`config.mk`:
```
export PLATFORM = sky130hd
export DESIGN_NAME = mbt_frame_scheduler
export DESIGN_NICKNAME = d
export VERILOG_FILES = /design/src/rtl/mbt_frame_scheduler.sv
export SDC_FILE = /design/constraint.sdc
export NUM_CORES = 1
export LEC_CHECK = 0
export BUFFER_PORTS_ARGS = -buffer_cell sky130_fd_sc_hd__buf_2
export CORE_MARGIN = 2
export CORE_UTILIZATION = 60
export CTS_BUF_LIST = sky130_fd_sc_hd__clkbuf_4 sky130_fd_sc_hd__clkbuf_8
export DETAILED_ROUTE_END_ITERATION = 12
export MAX_ROUTING_LAYER = met4
export PLACE_DENSITY = 0.86
export REMOVE_ABC_BUFFERS = 1
export SYNTH_ARGS = -nofsm -noshare
export SYNTH_HDL_FRONTEND = slang
export SYNTH_SLANG_ARGS = --single-unit
```
`constraint.sdc`:
```
create_clock -name clk_fast -period 4.8 [get_ports clk_fast]
set_clock_uncertainty 0.15 [all_clocks]
set_input_delay 0.96 -clock clk_fast [delete_from_list [all_inputs] [get_ports clk_fast]]
set_output_delay 0.96 -clock clk_fast [all_outputs]
set_load 0.01 [all_outputs]
```
`src/rtl/mbt_frame_scheduler.sv`:
```
// Frame sequencer for the four-lane Mandelbrot ALU: walks the pixel grid in 4-pixel batches,
// pulses clear/start to the ALU quartet, gathers lane valids and issues one BRAM word write per batch.
module mbt_frame_scheduler #(
  parameter int H_RES    = 320,
  parameter int V_RES    = 240,
  parameter int MAX_WAIT = 1023
) (
  input  logic        clk_fast,
  input  logic        rst,
  input  logic        frame_req,
  input  logic [15:0] x_min_in,
  input  logic [15:0] y_max_in,
  input  logic [1:0]  zoom_in,
  input  logic        abort,
  output logic [15:0] x_min,
  output logic [15:0] y_max,
  output logic [1:0]  zoom_level,
  output logic [15:0] i_x,
  output logic [15:0] i_y,
  output logic        alu_rst,
  output logic        alu_start,
  input  logic [3:0]  alu_valid,
  output logic [3:0]  wea,
  output logic [16:0] addr,
  output logic        busy,
  output logic        frame_done,
  output logic        timeout_err
);

  localparam int CNT_W = (MAX_WAIT > 1) ? $clog2(MAX_WAIT) : 1;
  localparam logic [CNT_W-1:0] CNT_LAST = CNT_W'(MAX_WAIT - 1);
  localparam logic [15:0]      X_LAST   = 16'(H_RES - 4);
  localparam logic [15:0]      Y_LAST   = 16'(V_RES - 1);

  typedef enum logic [2:0] {
    S_IDLE,
    S_CLEAR,
    S_START,
    S_WAIT,
    S_WRITE,
    S_DONE
  } state_t;

  state_t           state_q;
  logic [15:0]      x_min_q, y_max_q;
  logic [1:0]       zoom_q;
  logic [15:0]      sh_x_min_q, sh_y_max_q;
  logic [1:0]       sh_zoom_q;
  logic             pend_q;
  logic [15:0]      i_x_q, i_y_q;
  logic [16:0]      addr_q;
  logic [3:0]       mask_q;
  logic [CNT_W-1:0] cnt_q;
  logic             alu_rst_q, alu_start_q, busy_q, frame_done_q, timeout_q;
  logic [3:0]       wea_q;

  logic [15:0] i_x_d, i_y_d;
  logic [16:0] addr_d;
  logic        lanes_done, wait_expired, last_batch;

  // Next batch position: raster order, word address advances in lock-step.
  always_comb begin
    i_x_d  = i_x_q + 16'd4;
    i_y_d  = i_y_q;
    addr_d = addr_q + 17'd1;
    if (i_x_q == X_LAST) begin
      i_x_d = 16'd0;
      i_y_d = i_y_q + 16'd1;
    end
  end

  assign lanes_done   = ((mask_q | alu_valid) == 4'hF);
  assign wait_expired = (cnt_q == CNT_LAST);
  assign last_batch   = (i_x_q == X_LAST) && (i_y_q == Y_LAST);

  always_ff @(posedge clk_fast or negedge rst) begin
    if (!rst) begin
      state_q      <= S_IDLE;
      x_min_q      <= '0;
      y_max_q      <= '0;
      zoom_q       <= '0;
      sh_x_min_q   <= '0;
      sh_y_max_q   <= '0;
      sh_zoom_q    <= '0;
      pend_q       <= 1'b0;
      i_x_q        <= '0;
      i_y_q        <= '0;
      addr_q       <= '0;
      mask_q       <= '0;
      cnt_q        <= '0;
      alu_rst_q    <= 1'b0;
      alu_start_q  <= 1'b0;
      busy_q       <= 1'b0;
      frame_done_q <= 1'b0;
      timeout_q    <= 1'b0;
      wea_q        <= '0;
    end else begin
      alu_rst_q    <= 1'b0;
      alu_start_q  <= 1'b0;
      frame_done_q <= 1'b0;
      wea_q        <= '0;

      // A request arriving mid-frame is parked; the newest one overwrites older ones.
      if (frame_req && (state_q != S_IDLE)) begin
        sh_x_min_q <= x_min_in;
        sh_y_max_q <= y_max_in;
        sh_zoom_q  <= zoom_in;
        pend_q     <= 1'b1;
      end

      if (abort && (state_q != S_IDLE)) begin
        state_q   <= S_IDLE;
        alu_rst_q <= 1'b1;
        busy_q    <= 1'b0;
        pend_q    <= 1'b0;
      end else begin
        case (state_q)
          S_IDLE: begin
            if (frame_req || pend_q) begin
              if (frame_req) begin
                x_min_q <= x_min_in;
                y_max_q <= y_max_in;
                zoom_q  <= zoom_in;
              end else begin
                x_min_q <= sh_x_min_q;
                y_max_q <= sh_y_max_q;
                zoom_q  <= sh_zoom_q;
              end
              i_x_q     <= '0;
              i_y_q     <= '0;
              addr_q    <= '0;
              timeout_q <= 1'b0;
              pend_q    <= 1'b0;
              busy_q    <= 1'b1;
              alu_rst_q <= 1'b1;
              state_q   <= S_CLEAR;
            end
          end
          S_CLEAR: begin
            alu_start_q <= 1'b1;
            state_q     <= S_START;
          end
          S_START: begin
            mask_q  <= '0;
            cnt_q   <= '0;
            state_q <= S_WAIT;
          end
          S_WAIT: begin
            mask_q <= mask_q | alu_valid;
            if (lanes_done) begin
              wea_q   <= 4'hF;
              state_q <= S_WRITE;
            end else if (wait_expired) begin
              timeout_q <= 1'b1;
              wea_q     <= 4'hF;
              state_q   <= S_WRITE;
            end else begin
              cnt_q <= cnt_q + 1'b1;
            end
          end
          S_WRITE: begin
            if (last_batch) begin
              frame_done_q <= 1'b1;
              state_q      <= S_DONE;
            end else begin
              i_x_q     <= i_x_d;
              i_y_q     <= i_y_d;
              addr_q    <= addr_d;
              alu_rst_q <= 1'b1;
              state_q   <= S_CLEAR;
            end
          end
          S_DONE: begin
            busy_q  <= 1'b0;
            state_q <= S_IDLE;
          end
          default: begin
            busy_q  <= 1'b0;
            state_q <= S_IDLE;
          end
        endcase
      end
    end
  end

  assign x_min       = x_min_q;
  assign y_max       = y_max_q;
  assign zoom_level  = zoom_q;
  assign i_x         = i_x_q;
  assign i_y         = i_y_q;
  assign addr        = addr_q;
  assign alu_rst     = alu_rst_q;
  assign alu_start   = alu_start_q;
  assign wea         = wea_q;
  assign busy        = busy_q;
  assign frame_done  = frame_done_q;
  assign timeout_err = timeout_q;

endmodule

```
==> impl_results.md, run 1 <==
- Fin worst setup slack: 1.75 ns
- Post-CTS Setup Bufs: 0
- Hold Crit Class: register to register
- Layout Cells excl Fill: 924
- Post-Syn Area: 0.00661 mm^2
- Synth Flop Type: dfrtp_1
- PD cells: 487 mW/mm^2
- Die Area: 0.0119 mm^2
- IO Port Bufs: 131
- Die W: 109 um
- Ys async rst share: 100%
- Final ANT Viol Nets: 0
- Total inserted antenna cells: 0
- Yosys cell types: 53
- NumNets Final: 820
- Fmax achieved: 328 MHz
- Area after DPL: 0.00730 mm^2
- Remaining DRCs: 0
- GRT Residual Overflow: 0
- Ranking of synthesized cells by area: dfrtp_1 (53%), o21ai_0 (6.5%), mux2_2 (5.8%), mux2i_1 (5.8%), nand2_1 (4.3%)
- Fill cells: 818
- Rows: 38
- Placed Cells: 893
- CP Launch Type: register
- CP max FO: 23
- Clock latency on the worst-skew pair: 0.44 ns
- # hold bufs at CTS: 0
- Most numerous cell in the Yosys netlist: dfrtp_1
- Clock Root Buffer: clkbuf_8
- Via density: 6.05
- Area grow syn2layout: 16.8%
- Post-CTS sizing: 0
- Initial Util: 61.2%
- Final Wtd Congestion: 0.885
- Final Slew Violations: 0
- Die Y: 109 um
- Flops & latches, synth: 139
- First-pass GRT wire length: 24600 um
- Crit path capture type: register
- Worst slack, placed: 1.67 ns
- Final Hold Viols: 0
- Max-capacitance violation count: 0
- Synth cell count leaders: dfrtp_1 (139), o21ai_0 (86), nand2_1 (75), mux2i_1 (38), nor2_1 (37)
- Routed WL: 15300 um
- Worst EP required: 5.00 ns
- TritonRoute pass-1 iters: 5
- Dpl hpwl: 10600 um
- Worst slew pin tran: 1.24 ns
- Initial antenna violation count: 0
- WL/cell: 16.5 um
- Top cell type's share of synthesized area: 52.6%
- Footprint of the multi-input gates: 0.00294 mm^2
- Global-route usage over all layers: 27.3%
- Final min period: 3.05 ns
- LEAKAGE: 3.68 nW
- Post-synth EDFFs: 0
- Status: finished clean
- CTS buffer count: 17
- Fraction of the cycle the final worst path needs: 63.6%
- Fin area: 0.00772 mm^2
- Mean post-synth cell area: 10.1 um^2
- Ratio of cells with drive above 1 in the final layout: 26.4%
- Largest net degree at the start of global routing: 104
- Final setup fails: 0
- WP data arrival: 3.25 ns
- Syn. warnings: 0
- CP Class: register to register
- Number of DRC markers in iteration 0: 577
- Syn Inst Count: 656
- Vias: 5588
- Post-synthesis sequential area ratio: 52.6%
- Relative slew margins: 17.1%
- Worst VDD drop: 0.000347 V
- Core area: 0.0108 mm^2
- Ports: 134
- Sum Neg Setup Slack: 0 ns
- CTS tree: yes
- Register Area: 0.00348 mm^2
- Max H-tree Level: 4
- Max clock buf depth: 2
- Area leader, netlist: dfrtp_1
- RSZ-0062 raised after global routing: no
- Clk sinks: 139
- Clk pin slew, worst setup/hold paths: 0.08 ns
- Vias in the first global route: 5150
## kinds of logic after synthesis
kind of cell / synth area share (%)
and+or+nand+nor: 16.5
AOI/OAI and AO/OA: 14.4
DFF: 52.6
muxes: 11.6
buffers and inverters: 3.20
adders and majority gates: 1.14
xor gates and xnor gates: 0.530
other: 0.0568
## power by group
part | switching, mW | internal, mW | leakage, nW
Sequential | 0.219 | 1.51 | 1.79
Combinational | 0.589 | 0.452 | 1.69
Clock | 0.457 | 0.529 | 0.205
Total | 1.27 | 2.49 | 3.68
## through the flow
| stage | power [mW] | util [%] | hold slack [ns] |
|---|---|---|---|
| floorplan | 2.37 | - | 0.313 |
| global placement | 2.71 | 67.7 | 0.306 |
| detailed placement | 2.79 | 67.7 | 0.316 |
| CTS | 3.77 | 71.5 | 0.335 |
| global route | 3.97 | 71.5 | 0.353 |
| finish | 3.76 | 71.5 | 0.331 |
## registers in the layout (all words and copies together), names as in the netlist
register and count:
i_x 14, frame_done 1, alu_start 1, i_y 16
alu_rst 1, sh_x_min_q 16, wea 1, state_q 3
pend_q 1, zoom_level 2, timeout_err 1, sh_zoom_q 2
cnt_q 10, addr 17, sh_y_max_q 16, x_min 16
busy 1, y_max 16, mask_q 4
## critical path, stage by stage (launching register included)
cell and delay, ns:
dfrtp_1 0.56, or3b_1 0.73, nor2_2 0.18, a31oi_1 0.96
o21ai_0 0.24, o21ai_0 0.14
## area by class of cell
type                    count  area share [%]
clock buffers              18            3.21
well taps                 140            2.27
clock inverters            13            2.17
repair buffers            134            8.87
flip-flops and latches    139            45.1
multi-input cells         472            38.0
inverters                   8           0.389
## layer usage
layer	wire length (um)	track usage, %	up-vias
li1	-	-	2616
met1	6730	36.6	2732
met2	7340	42.7	221
met3	1000	4.60	19
met4	186	8.70	0
met5	0	-	-
## cells in the final DEF (no fill, tap or decap), types with 3 or more instances in the layout
cell and count:
dfrtp_1 139, buf_2 130, o21ai_0 86, nand2_1 75, mux2i_1 38, nor2_1 37, mux2_2 34, nand3_1 28
a21oi_1 24, nor3_1 22, clkbuf_8 18, nand4_1 13, and3_1 11, o31ai_1 9, o21ai_1 9, inv_1 8
or3_1 8, a31oi_1 6, ha_1 6, and2_1 5, nor4_1 5, and4_1 4, o211ai_1 4, a22o_1 4
clkinv_4 4, a211oi_1 3, xnor2_1 3, or4_1 3, a21o_1 3, bufinv_16 3, buf_4 3
## final timing paths
kind | from | end | slack, ns | cells past startpoint
worst max-delay path | state_q[0]$_DFFE_PN0P_ | i_y[10]$_DFFE_PN0P_ | 1.75 | 5
worst min-delay path | x_min[9]$_DFFE_PN0P_ | x_min[9]$_DFFE_PN0P_ | 0.33 | 2
worst max register to register | state_q[0]$_DFFE_PN0P_ | i_y[10]$_DFFE_PN0P_ | 1.75 | 5
worst min register to register | x_min[9]$_DFFE_PN0P_ | x_min[9]$_DFFE_PN0P_ | 0.33 | 2
max in group asynchronous | rst | i_x[2]$_DFFE_PN0P_ | 2.97 | 2
min in group asynchronous | rst | y_max[9]$_DFFE_PN0P_ | 0.45 | 1
(Power assumes the default switching activity.)
==> run 2, diff against run 1 <==
--- a/config.mk
+++ b/config.mk
@@ -5,13 +5,14 @@
 export SDC_FILE = /design/constraint.sdc
 export NUM_CORES = 1
 export LEC_CHECK = 0
+export ABC_AREA = 1
 export BUFFER_PORTS_ARGS = -buffer_cell sky130_fd_sc_hd__buf_2
 export CORE_MARGIN = 2
-export CORE_UTILIZATION = 60
+export CORE_UTILIZATION = 53
 export CTS_BUF_LIST = sky130_fd_sc_hd__clkbuf_4 sky130_fd_sc_hd__clkbuf_8
 export DETAILED_ROUTE_END_ITERATION = 12
 export MAX_ROUTING_LAYER = met4
-export PLACE_DENSITY = 0.86
+export PLACE_DENSITY = 0.79
 export REMOVE_ABC_BUFFERS = 1
 export SYNTH_ARGS = -nofsm -noshare
 export SYNTH_HDL_FRONTEND = slang
==> constraint.sdc (replaced) <==
create_clock -name clk_fast -period 2.62 [get_ports clk_fast]
set_clock_uncertainty 0.15 [all_clocks]
set_input_delay 0.524 -clock clk_fast [delete_from_list [all_inputs] [get_ports clk_fast]]
set_output_delay 0.524 -clock clk_fast [all_outputs]
set_load 0.01 [all_outputs]
==> impl_results.md, run 2 <==
- Status: finished clean
- Syn Inst Count: 986 (+50%)
- CP Class: register to register
- Crit path capture type: register
- RSZ-0062 raised after global routing: no
- CP Launch Type: register
- Die W: 123 um (+13%)
- Max clock buf depth: 2 (unchanged)
- Worst slew pin tran: 0.588 ns (-0.650 ns)
- Clk sinks: 139 (unchanged)
- Sw Ratio: 36.8% (+3.1 points)
- Clk pin slew, worst setup/hold paths: 0.08 ns (about the same)
- GRT Residual Overflow: 0 (unchanged)
- WL/cell: 13.0 um (-21%)
- Ranking of synthesized cells by area: dfrtp_1 (46%), nand2_1 (17%), o21ai_0 (7.3%), nor2_1 (4.7%), inv_1 (4.1%)
- PD cells: 816 mW/mm^2 (+68%)
- Post-Syn Area: 0.00751 mm^2 (+14%)
- Main combinational cell family by area after synthesis: simple AND/OR/NAND/NOR gates
- Post-synthesis sequential area ratio: 46.3% (-6.3 points)
- Worst VDD drop: 0.000678 V (+95%)
- Pint: 4.50 mW (+81%)
- Worst slack, placed: 0.583 ns (-1.09 ns)
- Remaining DRCs: 0 (unchanged)
- WP data arrival: 2.29 ns (-0.96 ns)
- Sequential Power Share: 43.8% (-2.3 points)
- Die Y: 123 um (+13%)
- Initial Util: 54.1% (-7.1 points)
- Relative slew margins: 60.8% (+44 points)
- Synth cell count leaders: nand2_1 (343), dfrtp_1 (139), o21ai_0 (110), nor2_1 (95), inv_1 (83)
- XOR/XNOR Fraction of Synth Area: 3.03% (+2.5 points)
- Yosys cell types: 33 (-38%)
- P_sw: 2.62 mW (+110%)
- TritonRoute pass-1 iters: 5 (unchanged)
- CP Buf/Inv Count: 2 (+2)
- Area leader, netlist: dfrtp_1
- Hold Crit Class: input port to register
- Max reg flops: 17 (unchanged)
- Most frequent cells in the layout: nand2_1 (342), dfrtp_1 (139), buf_2 (130)
- Max-capacitance violation count: 0 (unchanged)
- Fin worst setup slack: 0.566 ns (-1.18 ns)
- Max H-tree Level: 4 (unchanged)
- CP max FO: 14 (-39%)
- Ys async rst share: 100% (unchanged)
- CP max stage delay: 0.43 ns (-0.53 ns)
- Core Util, Final: 62.9% (-8.6 points)
- Multiplexer share of the synthesized area: 0% (-12 points)
- Final Hold Viols: 0 (unchanged)
- Most numerous cell in the Yosys netlist: nand2_1
- First-pass GRT wire length: 28000 um (+14%)
- Largest net degree at the start of global routing: 69 (-34%)
- Vias: 6613 (+18%)
- Via density: 5.08 (-16%)
- Flops & latches, synth: 139 (unchanged)
- Worst path cell trace: ha_1 > nand2_2 > nor2_4 > inv_2 > nor2_2 > nand2_1 > nor2_2 > nor2_4 > buf_4 > nand3_1 > nand2_1
- Logic pwr share: 29.5% (+1.8 points)
- Routed WL: 16900 um (+11%)
- Post-Synth Simple-Gate Area: 33.1% (+17 points)
- Vias in the first global route: 5900 (+15%)
- Ports: 134 (unchanged)
- LEAKAGE: 4.52 nW (+23%)
- Syn. warnings: 0 (unchanged)
- Ratio of cells with drive above 1 in the final layout: 19.9% (-6.5 points)
- Area grow syn2layout: 16.2%
- Clock network power share: 26.7% (+0.5 points)
- Fmax achieved: 487 MHz (+49%)
- Top cell type's share of synthesized area: 46.3% (-6.3 points)
- Sum Neg Setup Slack: 0 ns (unchanged)
- CP top delay family: simple AND/OR/NAND/NOR gates
- IO Port Bufs: 131 (unchanged)
- Fraction of the cycle the final worst path needs: 78.4% (+15 points)
- Number of DRC markers in iteration 0: 449 (-22%)
- Slowest library cell on the worst path: dfrtp_1
- Final Wtd Congestion: 0.890 (+0.54%)
- Most common cell after layout, fill and taps aside: nand2_1
- Dpl hpwl: 11900 um (+12%)
- Final setup fails: 0 (unchanged)
- Final Slew Violations: 0 (unchanged)
- Global-route usage over all layers: 24.1% (-3.2 points)
- Clock latency on the worst-skew pair: 0.45 ns (about the same)
- NumNets Final: 1156 (+41%)
- Post-synth EDFFs: 0 (unchanged)
- Final ANT Viol Nets: 0 (unchanged)
- CTS tree: yes
- Clock Root Buffer: clkbuf_8
- Adder-cell share of the synthesized area: 1.00% (-0.14 points)
- CTS buffer count: 17 (unchanged)
- Core area: 0.0139 mm^2 (+29%)
- Worst EP required: 2.86 ns (-2.14 ns)
- Compound-Gate Fraction of Synth Area: 8.76% (-5.6 points)
- Synth Flop Type: dfrtp_1
- Initial antenna violation count: 1 (+1)
- Final min period: 2.05 ns (-0.998 ns)
- Rows: 43 (+13%)
- Mean post-synth cell area: 7.62 um^2 (-24%)
- Die Area: 0.0151 mm^2 (+28%)
==> run 2: changes by cell type in the layout (fill, tap and decap cells not counted), sizes merged, moves of 11 or more <==
cell,delta
nand2,+277
inv,+82
nor2,+64
nand3,+45
mux2i,-38
mux2,-34
a21oi,-24
o21ai,+18
xor2,+18
nor3,-12
and3,-11
==> run 2: what timing repair did <==
item	CTS	global route
setup buffers	0	0
endpoints found under the hold margin	49	0
resized for setup	0	0
hold buffers	1	0
==> run 2: kinds of logic (layout without fill, tap and decap cells) <==
family,count (synthesis),count (layout)
fa+ha+maj,6,6
flops,139,139
simple gates,557,557
buf+inv,131,265
compound gates,126,126
xor+xnor,26,26
other cells,1,3
==> run 2: path summary, 6_finish.rpt <==
path / start / end / slack, ns / cells after the start
min reg2reg: mask_q[0]$_DFFE_PN0P_ / mask_q[0]$_DFFE_PN0P_ / 0.31 / 2
max reg2reg: i_y[0]$_DFFE_PN0P_ / i_x[4]$_DFFE_PN0P_ / 0.57 / 11
min in group asynchronous: rst / i_y[1]$_DFFE_PN0P_ / 0.45 / 2
min: x_min_in[15] / sh_x_min_q[15]$_DFFE_PN0P_ / 0.19 / 3
max in group asynchronous: rst / addr[10]$_DFFE_PN0P_ / 1.19 / 3
max: i_y[0]$_DFFE_PN0P_ / i_x[4]$_DFFE_PN0P_ / 0.57 / 11
==> run 2: per-layer routing <==
layer	wire length, um	global-route usage (%)
met2	7550	36.1
met1	7990	32.0
met4	232	7.39
met3	1140	6.69
met5	0	-
==> run 2: power by group through the flow <==
stage	registers, mW	logic (mW)	clock network, mW
6_report	3.12	2.10	1.90
5_1_grt	3.19	2.39	2.03
4_1_cts	3.11	2.13	1.94
3_5_place_dp	3.14	2.13	0
3_3_place_gp	3.13	2.07	0
2_1_floorplan	3.22	1.18	0
==> run 2: cell type report <==
| type | count | area (um^2) |
|---|---|---|
| tap | 180 | 225 |
| multi-input combinational | 717 | 3450 |
| clock inverter | 11 | 158 |
| fill | 1281 | 5150 |
| clock buffer | 21 | 283 |
| sequential | 139 | 3480 |
| inverter | 91 | 342 |
| antenna | 1 | 2.50 |
| timing repair buffer | 142 | 785 |
==> run 2: per-stage QoR <==
step / power, mW / hold slack, ns / cell area, um^2 / instances
floorplan: 4.40 / 0.0784 / 7270 / 947
global placement: 5.19 / 0.296 / 8270 / 1268
detailed placement: 5.27 / 0.302 / 8270 / 1268
CTS: 7.18 / 0.165 / 8720 / 1301
global route: 7.61 / 0.171 / 8730 / 1302
finish: 7.12 / 0.185 / 8730 / 1302
==> run 2: worst reg2reg max path, stage by stage, from the launching register on <==
cell	delay (ns)
dfrtp_1	0.43
ha_1	0.26
nand2_2	0.10
nor2_4	0.06
inv_2	0.06
nor2_2	0.03
nand2_1	0.08
nor2_2	0.06
nor2_4	0.28
buf_4	0.30
nand3_1	0.11
nand2_1	0.07
==> run 3, diff against run 2 <==
--- a/config.mk
+++ b/config.mk
@@ -8,11 +8,11 @@
 export ABC_AREA = 1
 export BUFFER_PORTS_ARGS = -buffer_cell sky130_fd_sc_hd__buf_2
 export CORE_MARGIN = 2
-export CORE_UTILIZATION = 53
+export CORE_UTILIZATION = 58
 export CTS_BUF_LIST = sky130_fd_sc_hd__clkbuf_4 sky130_fd_sc_hd__clkbuf_8
 export DETAILED_ROUTE_END_ITERATION = 12
 export MAX_ROUTING_LAYER = met4
-export PLACE_DENSITY = 0.79
+export PLACE_DENSITY = 0.82
 export REMOVE_ABC_BUFFERS = 1
 export SYNTH_ARGS = -nofsm -noshare
 export SYNTH_HDL_FRONTEND = slang
==> constraint.sdc (replaced) <==
create_clock -name clk_fast -period 1.92 [get_ports clk_fast]
set_clock_uncertainty 0.15 [all_clocks]
set_input_delay 0.384 -clock clk_fast [delete_from_list [all_inputs] [get_ports clk_fast]]
set_output_delay 0.384 -clock clk_fast [all_outputs]
set_load 0.01 [all_outputs]
==> impl_results.md, run 3 (synthesized netlist as in run 2, its figures left out) <==
- Status: finished clean
- Crit path capture type: register
- NumNets Final: 1225 (+6.0%)
- Die Area: 0.0139 mm^2 (-8.4%)
- IO Port Bufs: 131 (unchanged)
- CP Launch Type: register
- Initial antenna violation count: 1 (unchanged)
- Via density: 5.16 (+1.7%)
- First-pass GRT wire length: 31100 um (+11%)
- Clock Root Buffer: clkbuf_8
- Footprint of the multi-input gates: 0.00352 mm^2 (+1.9%)
- Max clock buf depth: 2 (unchanged)
- TritonRoute pass-1 iters: 5 (unchanged)
- Die Y: 118 um (-4.3%)
- Ports: 134 (unchanged)
- Final Slew Violations: 0 (unchanged)
- WP data arrival: 2.06 ns (-0.23 ns)
- Most frequent cells in the layout: nand2_1 (340), dfrtp_1 (139), buf_2 (130)
- Global-route usage over all layers: 28.2% (+4.1 points)
- Initial Util: 59.5% (+5.4 points)
- CTS tree: yes
- Final Hold Viols: 0 (unchanged)
- Final setup fails: 0 (unchanged)
- Rows: 41 (-4.7%)
- Final min period: 1.86 ns (-0.196 ns)
- Die W: 118 um (-4.3%)
- Clock latency on the worst-skew pair: 0.46 ns (about the same)
- Final Wtd Congestion: 0.905 (+1.7%)
- PD cells: 1090 mW/mm^2 (+34%)
- Routed WL: 18600 um (+9.8%)
- Final ANT Viol Nets: 0 (unchanged)
- Max reg flops: 17 (unchanged)
- Hold-critical path depth: 3 (unchanged)
- CP Class: register to register
- Clk sinks: 139 (unchanged)
- Most common cell after layout, fill and taps aside: nand2_1
- Vias in the first global route: 6734 (+14%)
- CP max FO: 8 (-6)
- Number of DRC markers in iteration 0: 537 (+20%)
- Sum Neg Setup Slack: 0 ns (unchanged)
- Clk pin slew, worst setup/hold paths: 0.08 ns (about the same)
- Fraction of the cycle the final worst path needs: 96.8% (+18 points)
- Worst EP required: 2.12 ns (-0.74 ns)
- Hold Crit Class: input port to register
- Largest net degree at the start of global routing: 70 (+1.4%)
- LEAKAGE: 4.92 nW (+8.8%)
- Remaining DRCs: 0 (unchanged)
- Fill cells: 977 (-24%)
- RSZ-0062 raised after global routing: yes
- Core Util, Final: 74.3% (+11 points)
- Max H-tree Level: 4 (unchanged)
- Area grow syn2layout: 24.8%
- Dpl hpwl: 12100 um (+2.0%)
- Core area: 0.0126 mm^2 (-9.1%)
- GRT Residual Overflow: 0 (unchanged)
- Vias: 7032 (+6.3%)
- Worst VDD drop: 0.000904 V (+33%)
- CTS buffer count: 17 (unchanged)
- Max-capacitance violation count: 0 (unchanged)
- WL/cell: 13.6 um (+5.0%)
- Ratio of cells with drive above 1 in the final layout: 25.3% (+5.4 points)
- R2R depth: 9 (-2)
- Register Area: 0.00348 mm^2 (unchanged)
- Fmax achieved: 538 MHz (+11%)
[run 3: changes by cell type in the layout (fill, tap and decap cells not counted), moves of 3 or more]
cell and change:
buf_4 +59, buf_12 +5, inv_2 +3, ha_1 -3, inv_6 -3
[run 3: what timing repair did]
item	CTS	global route
setup endpoints to repair	34	51
buffers inserted	3	6
pin swaps	1	5
hold buffers	1	0
gates cloned	1	4
gates resized for setup	1	14
hold endpoints to repair	32	0
[run 3: final cells by class]
type	count	share of cell area [%]
multi-input cells	719	37.6
flip-flops and latches	139	37.1
repair buffers	209	14.8
inverters	91	3.64
clock buffers	21	3.02
well taps	172	2.30
clock inverters	10	1.51
diodes	1	0.0267
[run 3: where the power goes]
group / internal (mW) / leakage (nW) / switching, mW / total [mW]
clock network: 1.40 / 0.211 / 1.12 / 2.52
logic: 1.36 / 2.89 / 2.15 / 3.51
registers: 3.76 / 1.82 / 0.460 / 4.22
[run 3: through the flow]
step                      cell area (um^2)  std cells  power, mW  setup slack, ns  hold slack [ns]
after global routing                  9370       1362       10.9          -0.0309           0.0354
after CTS                             9200       1351       9.99           0.0169           0.0231
after detailed placement              8710       1315       7.39           -0.331            0.157
final                                 9370       1362       10.2           0.0611           0.0395
after floorplan                       7270        947       6.01           -0.133          -0.0616
after global placement                8710       1315       7.26           -0.270            0.159
[run 3: per-layer routing]
metal  vias to the layer above  track usage [%]  part of all wire [%]
met5                         -                -                     0
met4                         0             10.2                   2.1
met3                        35             6.88                   6.8
met2                       228             44.9                    48
met1                      3273             35.1                    43
li1                       3496                -                     -
[run 3: final timing paths]
path	from	end	slack [ns]
hold / removal	y_max_in[14]	sh_y_max_q[14]$_DFFE_PN0P_	0.04
min in group asynchronous	rst	i_y[6]$_DFFE_PN0P_	0.24
hold reg to reg	mask_q[2]$_DFFE_PN0P_	mask_q[2]$_DFFE_PN0P_	0.31
setup reg to reg	i_x[6]$_DFFE_PN0P_	i_y[1]$_DFFE_PN0P_	0.06
max in group asynchronous	rst	addr[11]$_DFFE_PN0P_	0.85
setup / recovery	i_x[6]$_DFFE_PN0P_	i_y[1]$_DFFE_PN0P_	0.06
[run 3: critical path, cell delays in order, from the launching register on]
cell and delay [ns]:
dfrtp_1 0.39, nor2_1 0.14, nand2_1 0.13, nor2_4 0.16, nand3_4 0.08, buf_4 0.15, nand2_4 0.14, nand3_2 0.23
nand2_1 0.13, nand2_1 0.05
